## src/rtl/game_pkg.sv

```systemverilog
// rtl/game_pkg.sv - shared types and constants for the car game sequencer
package game_pkg;

    // Play state encoding; values are visible on game_ctrl.state
    typedef enum logic [1:0] {
        IDLE  = 2'd0,
        PLAY  = 2'd1,
        CRASH = 2'd2,
        OVER  = 2'd3
    } game_state_t;

    localparam int H_VISIBLE = 640;
    localparam int V_VISIBLE = 480;

    localparam logic [15:0] LFSR_SEED = 16'hACE1;
    localparam logic [15:0] LFSR_MASK = 16'hB400;

    // First obstacle of every game drops from the screen centre
    localparam logic [9:0] FIRST_SPAWN_H = 10'd320;
    // Respawn x is this base plus a 9-bit random offset (64..575)
    localparam logic [9:0] SPAWN_BASE_H  = 10'd64;

    // One step of the right-shifting Galois LFSR
    function automatic logic [15:0] lfsr_next(input logic [15:0] cur);
        return (cur >> 1) ^ (cur[0] ? LFSR_MASK : 16'h0000);
    endfunction

endpackage

```

## src/rtl/game_lfsr.sv

```systemverilog
// rtl/game_lfsr.sv - free-running 16-bit Galois LFSR for obstacle spawn positions
//
// Ports:
//   clk    in   pixel clock
//   rst_n  in   asynchronous active-low reset, loads LFSR_SEED
//   value  out  current LFSR state, advances every cycle
module game_lfsr
    import game_pkg::*;
(
    input  logic        clk,
    input  logic        rst_n,
    output logic [15:0] value
);

    always_ff @(posedge clk or negedge rst_n) begin
        if (!rst_n) begin
            value <= LFSR_SEED;
        end else begin
            value <= lfsr_next(value);
        end
    end

endmodule

```

## src/rtl/game_ctrl.sv

```systemverilog
// rtl/game_ctrl.sv - play state machine, falling obstacle, collision and score
//
// Optional feature: define GAME_CTRL_SPEEDUP_EN to make the obstacle fall
// faster as the score grows (step = OBST_STEP + score/5).
//
// Ports:
//   clk          in   pixel clock
//   rst_n        in   asynchronous active-low reset
//   frame_tick   in   one-cycle pulse per frame; all game updates happen here
//   start        in   start/restart request, sampled on frame_tick
//   score_reset  in   clears the score on any cycle
//   car_pos_h    in   car centre x
//   state        out  IDLE/PLAY/CRASH/OVER
//   obst_active  out  obstacle should be drawn
//   obst_pos_h   out  obstacle centre x
//   obst_pos_v   out  obstacle top y
//   score        out  current score, saturates at SCORE_MAX
//   crash        out  high while in CRASH
module game_ctrl
    import game_pkg::*;
#(
    parameter int OBST_STEP    = 4,
    parameter int OBST_SIZE    = 32,
    parameter int CAR_SIZE_H   = 32,
    parameter int CAR_POS_V    = 455,
    parameter int SCORE_MAX    = 19,
    parameter int CRASH_FRAMES = 120
) (
    input  logic       clk,
    input  logic       rst_n,
    input  logic       frame_tick,
    input  logic       start,
    input  logic       score_reset,
    input  logic [9:0] car_pos_h,
    output logic [1:0] state,
    output logic       obst_active,
    output logic [9:0] obst_pos_h,
    output logic [9:0] obst_pos_v,
    output logic [4:0] score,
    output logic       crash
);

    localparam int CNT_W = (CRASH_FRAMES > 1) ? $clog2(CRASH_FRAMES) : 1;
    localparam logic [CNT_W-1:0] CNT_LAST = CNT_W'(CRASH_FRAMES - 1);

    game_state_t      st;
    logic [CNT_W-1:0] crash_cnt;
    logic [15:0]      lfsr;

    game_lfsr u_lfsr (
        .clk   (clk),
        .rst_n (rst_n),
        .value (lfsr)
    );

    // Per-frame fall distance
    logic [10:0] step;
`ifdef GAME_CTRL_SPEEDUP_EN
    // Taken from the registered score, so a respawn speeds up the next frame
    always_comb begin
        step = 11'(OBST_STEP) + 11'(score / 5'd5);
    end
`else
    assign step = 11'(OBST_STEP);
`endif

    // Collision and wrap arithmetic is done 11 bits wide so sums near the
    // bottom of the screen cannot overflow
    logic [10:0] obst_bottom;
    logic [10:0] next_v;
    logic [10:0] diff_h;
    logic [10:0] abs_h;
    logic        hit_v;
    logic        hit_h;
    logic        wrap;
    logic [9:0]  spawn_h;
    logic [4:0]  score_inc;

    always_comb begin
        obst_bottom = {1'b0, obst_pos_v} + 11'(OBST_SIZE);
        next_v      = {1'b0, obst_pos_v} + step;
        // Two's-complement difference of the centres, then magnitude
        diff_h      = {1'b0, obst_pos_h} - {1'b0, car_pos_h};
        abs_h       = diff_h[10] ? (~diff_h + 11'd1) : diff_h;
        hit_v       = obst_bottom > 11'(CAR_POS_V);
        hit_h       = abs_h < 11'((CAR_SIZE_H + OBST_SIZE) / 2);
        wrap        = next_v >= 11'(V_VISIBLE);
        spawn_h     = SPAWN_BASE_H + {1'b0, lfsr[8:0]};
        score_inc   = (score == 5'(SCORE_MAX)) ? score : score + 5'd1;
    end

    always_ff @(posedge clk or negedge rst_n) begin
        if (!rst_n) begin
            st          <= IDLE;
            obst_active <= 1'b0;
            obst_pos_h  <= FIRST_SPAWN_H;
            obst_pos_v  <= 10'd0;
            score       <= 5'd0;
            crash       <= 1'b0;
            crash_cnt   <= '0;
        end else begin
            if (frame_tick) begin
                case (st)
                    IDLE, OVER: begin
                        if (start) begin
                            st          <= PLAY;
                            obst_active <= 1'b1;
                            obst_pos_v  <= 10'd0;
                            obst_pos_h  <= FIRST_SPAWN_H;
                            score       <= 5'd0;
                        end
                    end
                    PLAY: begin
                        // Collision is judged on the position already on screen
                        if (hit_v && hit_h) begin
                            st        <= CRASH;
                            crash     <= 1'b1;
                            crash_cnt <= '0;
                        end else if (wrap) begin
                            score      <= score_inc;
                            obst_pos_v <= 10'd0;
                            obst_pos_h <= spawn_h;
                        end else begin
                            obst_pos_v <= next_v[9:0];
                        end
                    end
                    CRASH: begin
                        if (crash_cnt == CNT_LAST) begin
                            st          <= OVER;
                            crash       <= 1'b0;
                            obst_active <= 1'b0;
                        end else begin
                            crash_cnt <= crash_cnt + CNT_W'(1);
                        end
                    end
                    default: begin
                        st <= IDLE;
                    end
                endcase
            end
            // Overrides any same-cycle increment
            if (score_reset) begin
                score <= 5'd0;
            end
        end
    end

    assign state = st;

endmodule

```

## config.mk

```make
export PLATFORM = sky130hd
export DESIGN_NAME = game_ctrl
export DESIGN_NICKNAME = d
export VERILOG_FILES = /design/src/rtl/game_pkg.sv /design/src/rtl/game_lfsr.sv /design/src/rtl/game_ctrl.sv
export SDC_FILE = /design/constraint.sdc
export NUM_CORES = 1
export LEC_CHECK = 0
export BUFFER_PORTS_ARGS = -buffer_cell sky130_fd_sc_hd__buf_2
export CORE_ASPECT_RATIO = 0.6
export CORE_MARGIN = 2
export CORE_UTILIZATION = 50
export DETAILED_ROUTE_END_ITERATION = 12
export GPL_TIMING_DRIVEN = 0
export PLACE_DENSITY = 0.67
export SYNTH_ARGS = -nofsm -noshare
export SYNTH_HDL_FRONTEND = slang
export SYNTH_SLANG_ARGS = --single-unit
```

## constraint.sdc

```tcl
create_clock -name clk -period 7.1 [get_ports clk]
set_input_delay 1.065 -clock clk [delete_from_list [all_inputs] [get_ports clk]]
set_output_delay 1.065 -clock clk [all_outputs]
set_load 0.03 [all_outputs]
```

==> impl_metrics.ini, run 1 <==
[floorplan]
fp.dieH_um = 66.6
core-area_um2 = 6220
num_rows = 22
fp.dieW_um = 108
io_pins = 44
start_util = 0.524
die-area_um2 = 7210

[critical_path]
path_cells = buf_2 > ha_1 > inv_1 > fa_1 > a211o_1 > a41o_4 > or3b_1 > a22oi_1 > and4_4 > o211ai_4 > nand3_1 > buf_6 > mux2_1
slowest_delay_ns = 0.42
setup.worst_path.start = car_pos_h[0]
path_class = in -> reg
slowest_stage = fa_1
critPathLaunchType = input port
reg2reg_depth = 13
endpoint_kind = register
crit_arrival_ns = 4.07
path_max_fanout = 10
crit_family = compound AO/OA/AOI/OAI gates
worstPathRequired_ns = 7.34
r2r_end = obst_pos_h[6]$_DFFE_PN1P_
r2r_setup_slack_ns = 3.57
r2r-start = obst_pos_h[0]$_DFFE_PN0P_
crit_buf_inv = 3

[logic_synthesis]
synth.cells.most_frequent = 41 x nand2_1, 40 x dfrtp_1, 30 x inv_1
async_flop_share = 1.00
synth_edf_count = 0
synth_top_cell_area_share = 0.307
syn_inst = 338
yosysSeqAreaShare = 0.387
syn_area_um2 = 3260
ys_warn_count = 0
synth_top_cell_by_area = dfrtp_1
yosysMostFrequentCell = nand2_1
ys.flop_type = dfrtp_1
avgSynthCellArea_um2 = 9.65
ys_top_cells_by_area = dfrtp_1 31%, dfstp_2 8.1%, ha_1 8.1%, mux2i_1 5.5%, nand2_1 4.7%
ys_ff_latch = 50
synth_cell_types = 69

[timing]
finalCritPeriodShare = 0.540
min_period_ns = 3.83
rsz0062_at_grt = false
setup_viol = 0
worst_pin_slew_ns = 1.11
fmax_mhz = 261
finalClockSkew_ns = 0.00533
finalMaxSlewViolations = 0
slew_headroom = 0.262
setup_tns_ns = 0
hold_slack_ns = 0.362
hold_violations = 0

[run]
drv_cap = 0

[detailed_routing]
drt-pass1-iter-count = 4
finalWirelength_um = 7360
route.detailed.wl_per_inst_um = 15.6
viasPerCell = 5.68
drtIter0Drc = 192
drc = 0
final_antenna_net_count = 0
vias = 2680

[cts]
hold_buffers = 0
clock_sinks = 50
cts_setup_buffers = 0
path_clk_slew_ns = 0.10
insertion_delay_ns = 0.31
root_buffer = clkbuf_8
htreeDepth = 2
post_cts_resized = 0
cts_buffer_depth = 2
tritoncts.num_buffers = 5
cts_tree = done

[cells_and_area]
antenna_cells = 0
final_layout_size_suffix_gt1_frac = 0.211
area_growth_pct = 12.6
layout.nets = 424

[worst_hold_path]
hp-start = u_lfsr.value[9]$_DFF_PN0_
whs_path_depth = 0
hold_class = reg -> reg
hold-path-endpoint = u_lfsr.value[8]$_DFF_PN0_

[power_and_ir_drop]
p_leak_nw = 1.74
p_sw_frac = 0.446
combPwrFrac = 0.437
p_per_area_nw_per_um2 = 264
pwr-share-clk = 0.186
netSwitchingPower_w = 0.000433
p_int_w = 0.000538
pwr-share-seq = 0.378
ir_worst_vdd_mv = 0.177
design_power_total_w = 0.000971

[global_route]
grt_pass1_wl_um = 12200
use_met1 = 0.340
grtUsageMet3 = 0.0372
grt_use_total = 0.218
met2_usage = 0.315
gr-total-overflow = 0
busiest_layer = met1
antenna_found_initial = 0
grt_pass1_vias = 2473
grt_max_degree = 51

[status]
status = completed

[placement]
hpwl_um = 5600
gp_congestion = 0.858
port_buffers = 41
==> sequential cells by signal, indices dropped and copies added (netlist names) <==
signal,flops
u_lfsr.value,16
obst_active,1
crash_cnt,7
state,2
score,5
crash,1
obst_pos_h,10
obst_pos_v,8
==> power groups by stage <==
stage	Combinational, W	Clock, W	Sequential, W
CTS	0.000422	0.000184	0.000366
floorplan	0.000270	0	0.000406
finish	0.000424	0.000180	0.000367
global route	0.000468	0.000199	0.000373
global placement	0.000413	0	0.000370
detailed placement	0.000422	0	0.000371
==> placed cells by master, fill, tap and decap left out, types with 5 or more instances in the layout <==
cell and instances:
clkbuf_8 5, a21oi_1 13, ha_1 21, nand2_1 41, o21ai_0 14, inv_1 30
o211ai_1 9, nor2_1 10, xor2_1 7, nand4_1 9, clkbuf_1 6, dfstp_2 10
buf_2 41, buf_4 5, dfrtp_1 40, nand3_1 10, nand2b_1 9, mux2i_1 18
==> how the worst max path moves through the flow <==
stage,end,slack [ns],cells past startpoint
after global routing,crash_cnt[0]$_DFFE_PN0P_,3.20,11
after detailed placement,obst_pos_h[6]$_DFFE_PN1P_,2.98,13
after global placement,obst_pos_h[6]$_DFFE_PN1P_,3.03,13
final,obst_pos_h[6]$_DFFE_PN1P_,3.27,13
after floorplan,obst_pos_h[6]$_DFFE_PN1P_,3.35,12
after CTS,obst_pos_h[6]$_DFFE_PN1P_,3.31,13
==> layout make-up <==
type / instances / area, µm²
inverters: 30 / 113
well taps: 84 / 105
multi-input cells: 246 / 1810
clock buffers: 5 / 68.8
clock inverters: 3 / 28.8
flip-flops and latches: 50 / 1260
fillers: 567 / 2550
plain buffers: 13 / 75.1
repair buffers: 41 / 205
==> routing by layer <==
layer	wire, µm	up-vias
met5	0	-
met4	54	0
met3	348	7
met2	2980	63
met1	3980	1291
li1	-	1319
==> kinds of logic (layout without fill, tap and decap cells) <==
family                   after synthesis  after routing  share of synthesized area
flip-flops                            50             50                      0.387
other                                  1              2                    0.00115
AND/OR/NAND/NOR                      114            114                      0.190
adder cells (fa/ha/maj)               22             22                     0.0867
XOR/XNOR                               9              9                     0.0242
AO/OA/AOI/OAI                         78             78                      0.187
buffers and inverters                 43             92                     0.0575
multiplexers                          21             21                     0.0656
==> metrics by stage <==
step	utilization	instances	setup WS, ns	cell area [µm²]
after floorplan	-	339	3.35	3270
after global placement	0.575	464	3.03	3580
after detailed placement	0.575	464	2.98	3580
after CTS	0.591	472	3.31	3670
after global routing	0.591	472	3.20	3670
final	0.591	472	3.27	3670
No activity file was read; power rests on OpenSTA's default activity.
==> run 2, diff against run 1 <==
Settings changed: PLACE_DENSITY 0.67 to 0.7.
Clock period 7.1 ns to 3.05 ns, I/O delays scaled along.
==> impl_metrics.ini, run 2 (synthesis gave the netlist of run 1 again) <==
[status]
status = finished, violations left
violations = setup timing

[power_and_ir_drop]
netSwitchingPower_w = 0.00110
combPwrFrac = 0.470
pwr-share-clk = 0.192
pwr-share-seq = 0.338
p_int_w = 0.00142
p_per_area_nw_per_um2 = 620
design_power_total_w = 0.00252
ir_worst_vdd_mv = 0.416
p_sw_frac = 0.437
p_leak_nw = 1.87

[placement]
gp_congestion = 0.876
dp_slack_ns = -0.291
dp_cells = 464
port_buffers = 41
hpwl_um = 5340
place_area_um2 = 3600

[timing]
hold_violations = 0
slew_headroom = 0.283
fmax_mhz = 316
setup_viol = 12
min_period_ns = 3.16
rsz0062_at_grt = true
finalMaxSlewViolations = 0
finalClockSkew_ns = 0.00690
layout_setup_ws_ns = -0.114
finalCritPeriodShare = 1.04
worst_pin_slew_ns = 1.07

[cells_and_area]
largest_register_ffs = 16
antenna_cells = 0
stdcell_count = 489
fill_cells = 487
area_growth_pct = 24.8
reg.largest.list = u_lfsr.value: 16 flops, obst_pos_h: 10 flops, obst_pos_v: 8 flops
regMostFlops = u_lfsr.value
fin_util = 0.654
final_layout_size_suffix_gt1_frac = 0.306
fin_area_um2 = 4070
layout.nets = 441
mostFrequentLayoutCells = 41 x nand2_1, 41 x buf_2, 39 x dfrtp_1

[detailed_routing]
drc = 0
finalWirelength_um = 7730
drt-pass1-iter-count = 5
final_antenna_net_count = 0
drtIter0Drc = 208
route.detailed.wl_per_inst_um = 15.8
vias = 2768
viasPerCell = 5.66

[critical_path]
path_max_fanout = 8
r2r-start = obst_pos_h[0]$_DFFE_PN0P_
reg2reg_depth = 14
critPathLaunchType = register
r2r_end = obst_pos_v[5]$_DFFE_PN0P_
worstPathRequired_ns = 3.27
path_class = reg -> reg
endpoint_kind = register
crit_arrival_ns = 3.39
r2r_setup_slack_ns = -0.11

[floorplan]
num_rows = 22
core-area_um2 = 6220
fp.dieW_um = 108
fp.dieH_um = 66.6
start_util = 0.524
io_pins = 44
die-area_um2 = 7210

[cts]
path_clk_slew_ns = 0.10
tritoncts.num_buffers = 5
root_buffer = clkbuf_8
clock_sinks = 50
insertion_delay_ns = 0.31
cts_buffer_depth = 2
hold_buffers = 0
cts_tree = done
htreeDepth = 2

[global_route]
grt_max_degree = 51
gr-total-overflow = 0
grt_pass1_wl_um = 12400
antenna_found_initial = 0
grt_use_total = 0.222
grt_pass1_vias = 2595

[worst_hold_path]
hold_class = in -> async

[run]
drv_cap = 0
run 2: cell count changes in the layout (fill, tap and decap cells not counted), moves of 3 or more:
| cell | delta |
|---|---|
| buf_4 | +10 |
| a21oi_2 | +5 |
| buf_6 | +3 |
| a21oi_1 | -6 |
run 2: final cells by class:
class / instances / area [µm²] / area share
Multi-Input combinational cell: 247 / 2020 / 0.497
Sequential cell: 50 / 1260 / 0.311
Timing Repair Buffer: 57 / 365 / 0.0898
Inverter: 30 / 113 / 0.0277
Tap cell: 84 / 105 / 0.0258
Buffer: 13 / 86.3 / 0.0212
Clock buffer: 5 / 68.8 / 0.0169
Clock inverter: 3 / 43.8 / 0.0108
run 2: worst max-delay path, stage by stage (launching register included):
cell and delay (ns):
dfrtp_2 0.42, inv_2 0.07, ha_4 0.13, inv_2 0.03
fa_2 0.33, a211o_1 0.29, a41o_4 0.24, buf_12 0.13
o311ai_4 0.27, nor4_4 0.05, buf_4 0.17, o211a_1 0.25
buf_6 0.15, or3_4 0.36, o31ai_2 0.17
run 2: metal layers:
layer | global-route usage | part of all wire
met5 | 0 | 0
met4 | 0.0577 | 0.0069
met3 | 0.0411 | 0.061
met2 | 0.322 | 0.42
met1 | 0.337 | 0.51
run 2: worst max-delay path by stage:
stage	from	to	slack [ns]
2_1_floorplan	obst_pos_h[0]$_DFFE_PN0P_	obst_pos_h[6]$_DFFE_PN1P_	-0.02
3_3_place_gp	car_pos_h[0]	crash_cnt[0]$_DFFE_PN0P_	-0.24
3_5_place_dp	car_pos_h[0]	crash_cnt[0]$_DFFE_PN0P_	-0.29
4_1_cts	obst_pos_h[0]$_DFFE_PN0P_	obst_pos_h[3]$_DFFE_PN0P_	-0.08
5_1_grt	obst_pos_h[0]$_DFFE_PN0P_	obst_pos_v[5]$_DFFE_PN0P_	-0.21
6_report	obst_pos_h[0]$_DFFE_PN0P_	obst_pos_v[5]$_DFFE_PN0P_	-0.11
run 2: metrics by stage:
stage | TNS (ns) | hold WS [ns]
6_report | -0.710 | 0.339
3_5_place_dp | -5.19 | 0.339
2_1_floorplan | -0.0484 | 0.162
5_1_grt | -3.95 | 0.365
3_3_place_gp | -4.32 | 0.338
4_1_cts | -0.543 | 0.362
run 2: power by group through the flow:
| stage | Sequential, W | Clock [W] | Combinational (W) |
|---|---|---|---|
| after floorplan | 0.000946 | 0 | 0.000646 |
| after CTS | 0.000850 | 0.000492 | 0.00111 |
| final | 0.000853 | 0.000483 | 0.00119 |
| after detailed placement | 0.000862 | 0 | 0.00100 |
| after global placement | 0.000860 | 0 | 0.000980 |
| after global routing | 0.000868 | 0.000520 | 0.00131 |
run 2: repair_timing:
item,in CTS,in global routing
setup buffers,9,8
endpoints found under the setup margin,28,32
resized for setup,10,24
gates cloned,1,1
pin swaps,10,17
hold endpoints to repair,0,0
==> run 3, diff against run 2 <==
Settings changed: CORE_ASPECT_RATIO 0.6 to not set, CORE_UTILIZATION 50 to 35, PLACE_DENSITY 0.7 to 0.51.
==> impl_metrics.ini, run 3 (synthesis gave the netlist of run 1 again) <==
[critical_path]
path_class = reg -> reg
critPathLaunchType = register
crit_arrival_ns = 3.39
reg2reg_depth = 13
endpoint_kind = register
path_max_fanout = 5
r2r_setup_slack_ns = -0.09
r2r_end = obst_pos_h[8]$_DFFE_PN1P_
worstPathRequired_ns = 3.30
r2r-start = obst_pos_h[0]$_DFFE_PN0P_

[placement]
place_area_um2 = 3640
hpwl_um = 5350
port_buffers = 41
gp_congestion = 0.789

[global_route]
grt_pass1_vias = 2598
grt_use_total = 0.160
grt_pass1_wl_um = 13000
antenna_found_initial = 0
gr-total-overflow = 0
grt_max_degree = 51

[floorplan]
fp.dieW_um = 101
io_pins = 44
die-area_um2 = 10100
num_rows = 35
fp.dieH_um = 101
core-area_um2 = 9150
start_util = 0.356

[detailed_routing]
vias = 2747
route.detailed.wl_per_inst_um = 15.1
drc = 0
routed.top_layer = met4
wl_met3_um = 248
drtIter0Drc = 111
viasPerCell = 5.32
route.met2.wl_um = 3630
drt-pass1-iter-count = 4
finalWirelength_um = 7810
final_antenna_net_count = 0
wl_met1_um = 3830

[worst_hold_path]
hp-start = u_lfsr.value[9]$_DFF_PN0_
hold-path-endpoint = u_lfsr.value[8]$_DFF_PN0_
hold_class = reg -> reg
whs_path_depth = 0

[cts]
tritoncts.num_buffers = 5
cts_tree = done
root_buffer = clkbuf_8
insertion_delay_ns = 0.31
clock_sinks = 50
path_clk_slew_ns = 0.11
cts_buffer_depth = 2
htreeDepth = 2

[timing]
layout_setup_ws_ns = -0.0888
slew_headroom = 0.251
finalMaxSlewViolations = 0
rsz0062_at_grt = true
finalClockSkew_ns = 0.00691
setup_viol = 12
finalCritPeriodShare = 1.03
min_period_ns = 3.14
hold_violations = 0
worst_pin_slew_ns = 1.12
hold_slack_ns = 0.353
fmax_mhz = 319

[status]
violations = setup timing
status = finished, violations left

[cells_and_area]
antenna_cells = 0
fill_cells = 902
largest_register_ffs = 16
regArea_um2 = 1260
layout.nets = 441
reg.largest.list = u_lfsr.value: 16 flops, obst_pos_h: 10 flops, obst_pos_v: 8 flops
multiInputGateArea_um2 = 2020
fin_area_um2 = 4100
final_layout_size_suffix_gt1_frac = 0.323
area_growth_pct = 25.7
regMostFlops = u_lfsr.value
mostFrequentLayoutCells = 41 x nand2_1, 41 x buf_2, 39 x dfrtp_1

[power_and_ir_drop]
ir_worst_vdd_mv = 0.477
p_leak_nw = 1.87
p_per_area_nw_per_um2 = 608

[run]
drv_cap = 0
==> run 3: cell types whose count changed in the layout (fill, tap and decap cells not counted), sizes merged <==
cell / before / now
o2111ai: 2 / 1
bufinv: 1 / 0
clkinv: 1 / 2
buf: 64 / 65
==> run 3: metrics by stage <==
| stage | setup TNS (ns) | util | cells | setup slack (ns) | total power (W) |
|---|---|---|---|---|---|
| final | -0.576 | 0.448 | 516 | -0.0888 | 0.00249 |
| after global routing | -4.15 | 0.448 | 516 | -0.205 | 0.00267 |
| after CTS | -0.669 | 0.429 | 510 | -0.0894 | 0.00240 |
| after detailed placement | -6.19 | 0.398 | 491 | -0.301 | 0.00186 |
| after global placement | -5.12 | 0.398 | 491 | -0.248 | 0.00185 |
| after floorplan | -0.0484 | - | 339 | -0.0242 | 0.00159 |
==> run 3: critical path: stages (launching register included) <==
cell,delay [ns]
dfrtp_2,0.42
inv_2,0.07
ha_4,0.12
inv_2,0.03
fa_2,0.33
a211o_1,0.32
a41o_4,0.25
or3b_4,0.37
a22oi_2,0.13
and4_4,0.31
o211ai_4,0.14
nand3_4,0.14
buf_8,0.14
mux2_4,0.29
==> run 3: worst max path at each step <==
stage | from | endpoint | slack, ns | cells past startpoint
6_report | obst_pos_h[0]$_DFFE_PN0P_ | obst_pos_h[8]$_DFFE_PN1P_ | -0.09 | 13
2_1_floorplan | obst_pos_h[0]$_DFFE_PN0P_ | obst_pos_h[6]$_DFFE_PN1P_ | -0.02 | 13
3_3_place_gp | car_pos_h[0] | obst_pos_h[6]$_DFFE_PN1P_ | -0.25 | 13
5_1_grt | obst_pos_h[0]$_DFFE_PN0P_ | state[0]$_DFFE_PN0P_ | -0.21 | 12
3_5_place_dp | car_pos_h[1] | state[0]$_DFFE_PN0P_ | -0.30 | 11
4_1_cts | obst_pos_h[0]$_DFFE_PN0P_ | obst_pos_h[7]$_DFFE_PN0P_ | -0.09 | 13
==> run 3: cell type report <==
type                            count  area share
Timing Repair Buffer               58      0.0928
Sequential cell                    50       0.309
Buffer                             13      0.0201
Clock inverter                      3     0.00702
Tap cell                          111      0.0339
Inverter                           30      0.0275
Clock buffer                        5      0.0168
Multi-Input combinational cell    246       0.493
==> run 3: repair_timing <==
action,CTS,global route
buffers inserted,9,7
hold buffers,0,0
pin swaps,10,21
gates cloned,2,0
setup endpoints to repair,31,31
gates resized for setup,16,32
endpoints found under the hold margin,0,0
==> run 3: metal layers <==
metal  vias to the layer above  GRT usage
met5                         -          0
met3                        10     0.0257
met4                         0     0.0379
met2                        69      0.250
met1                      1319      0.233
li1                       1349          -
==> run 3: power by group <==
group	switching, W	total, W	internal, W
clock network	0.000255	0.000425	0.000171
logic	0.000747	0.00121	0.000468
registers	0.000106	0.000855	0.000749
total	0.00111	0.00249	0.00139
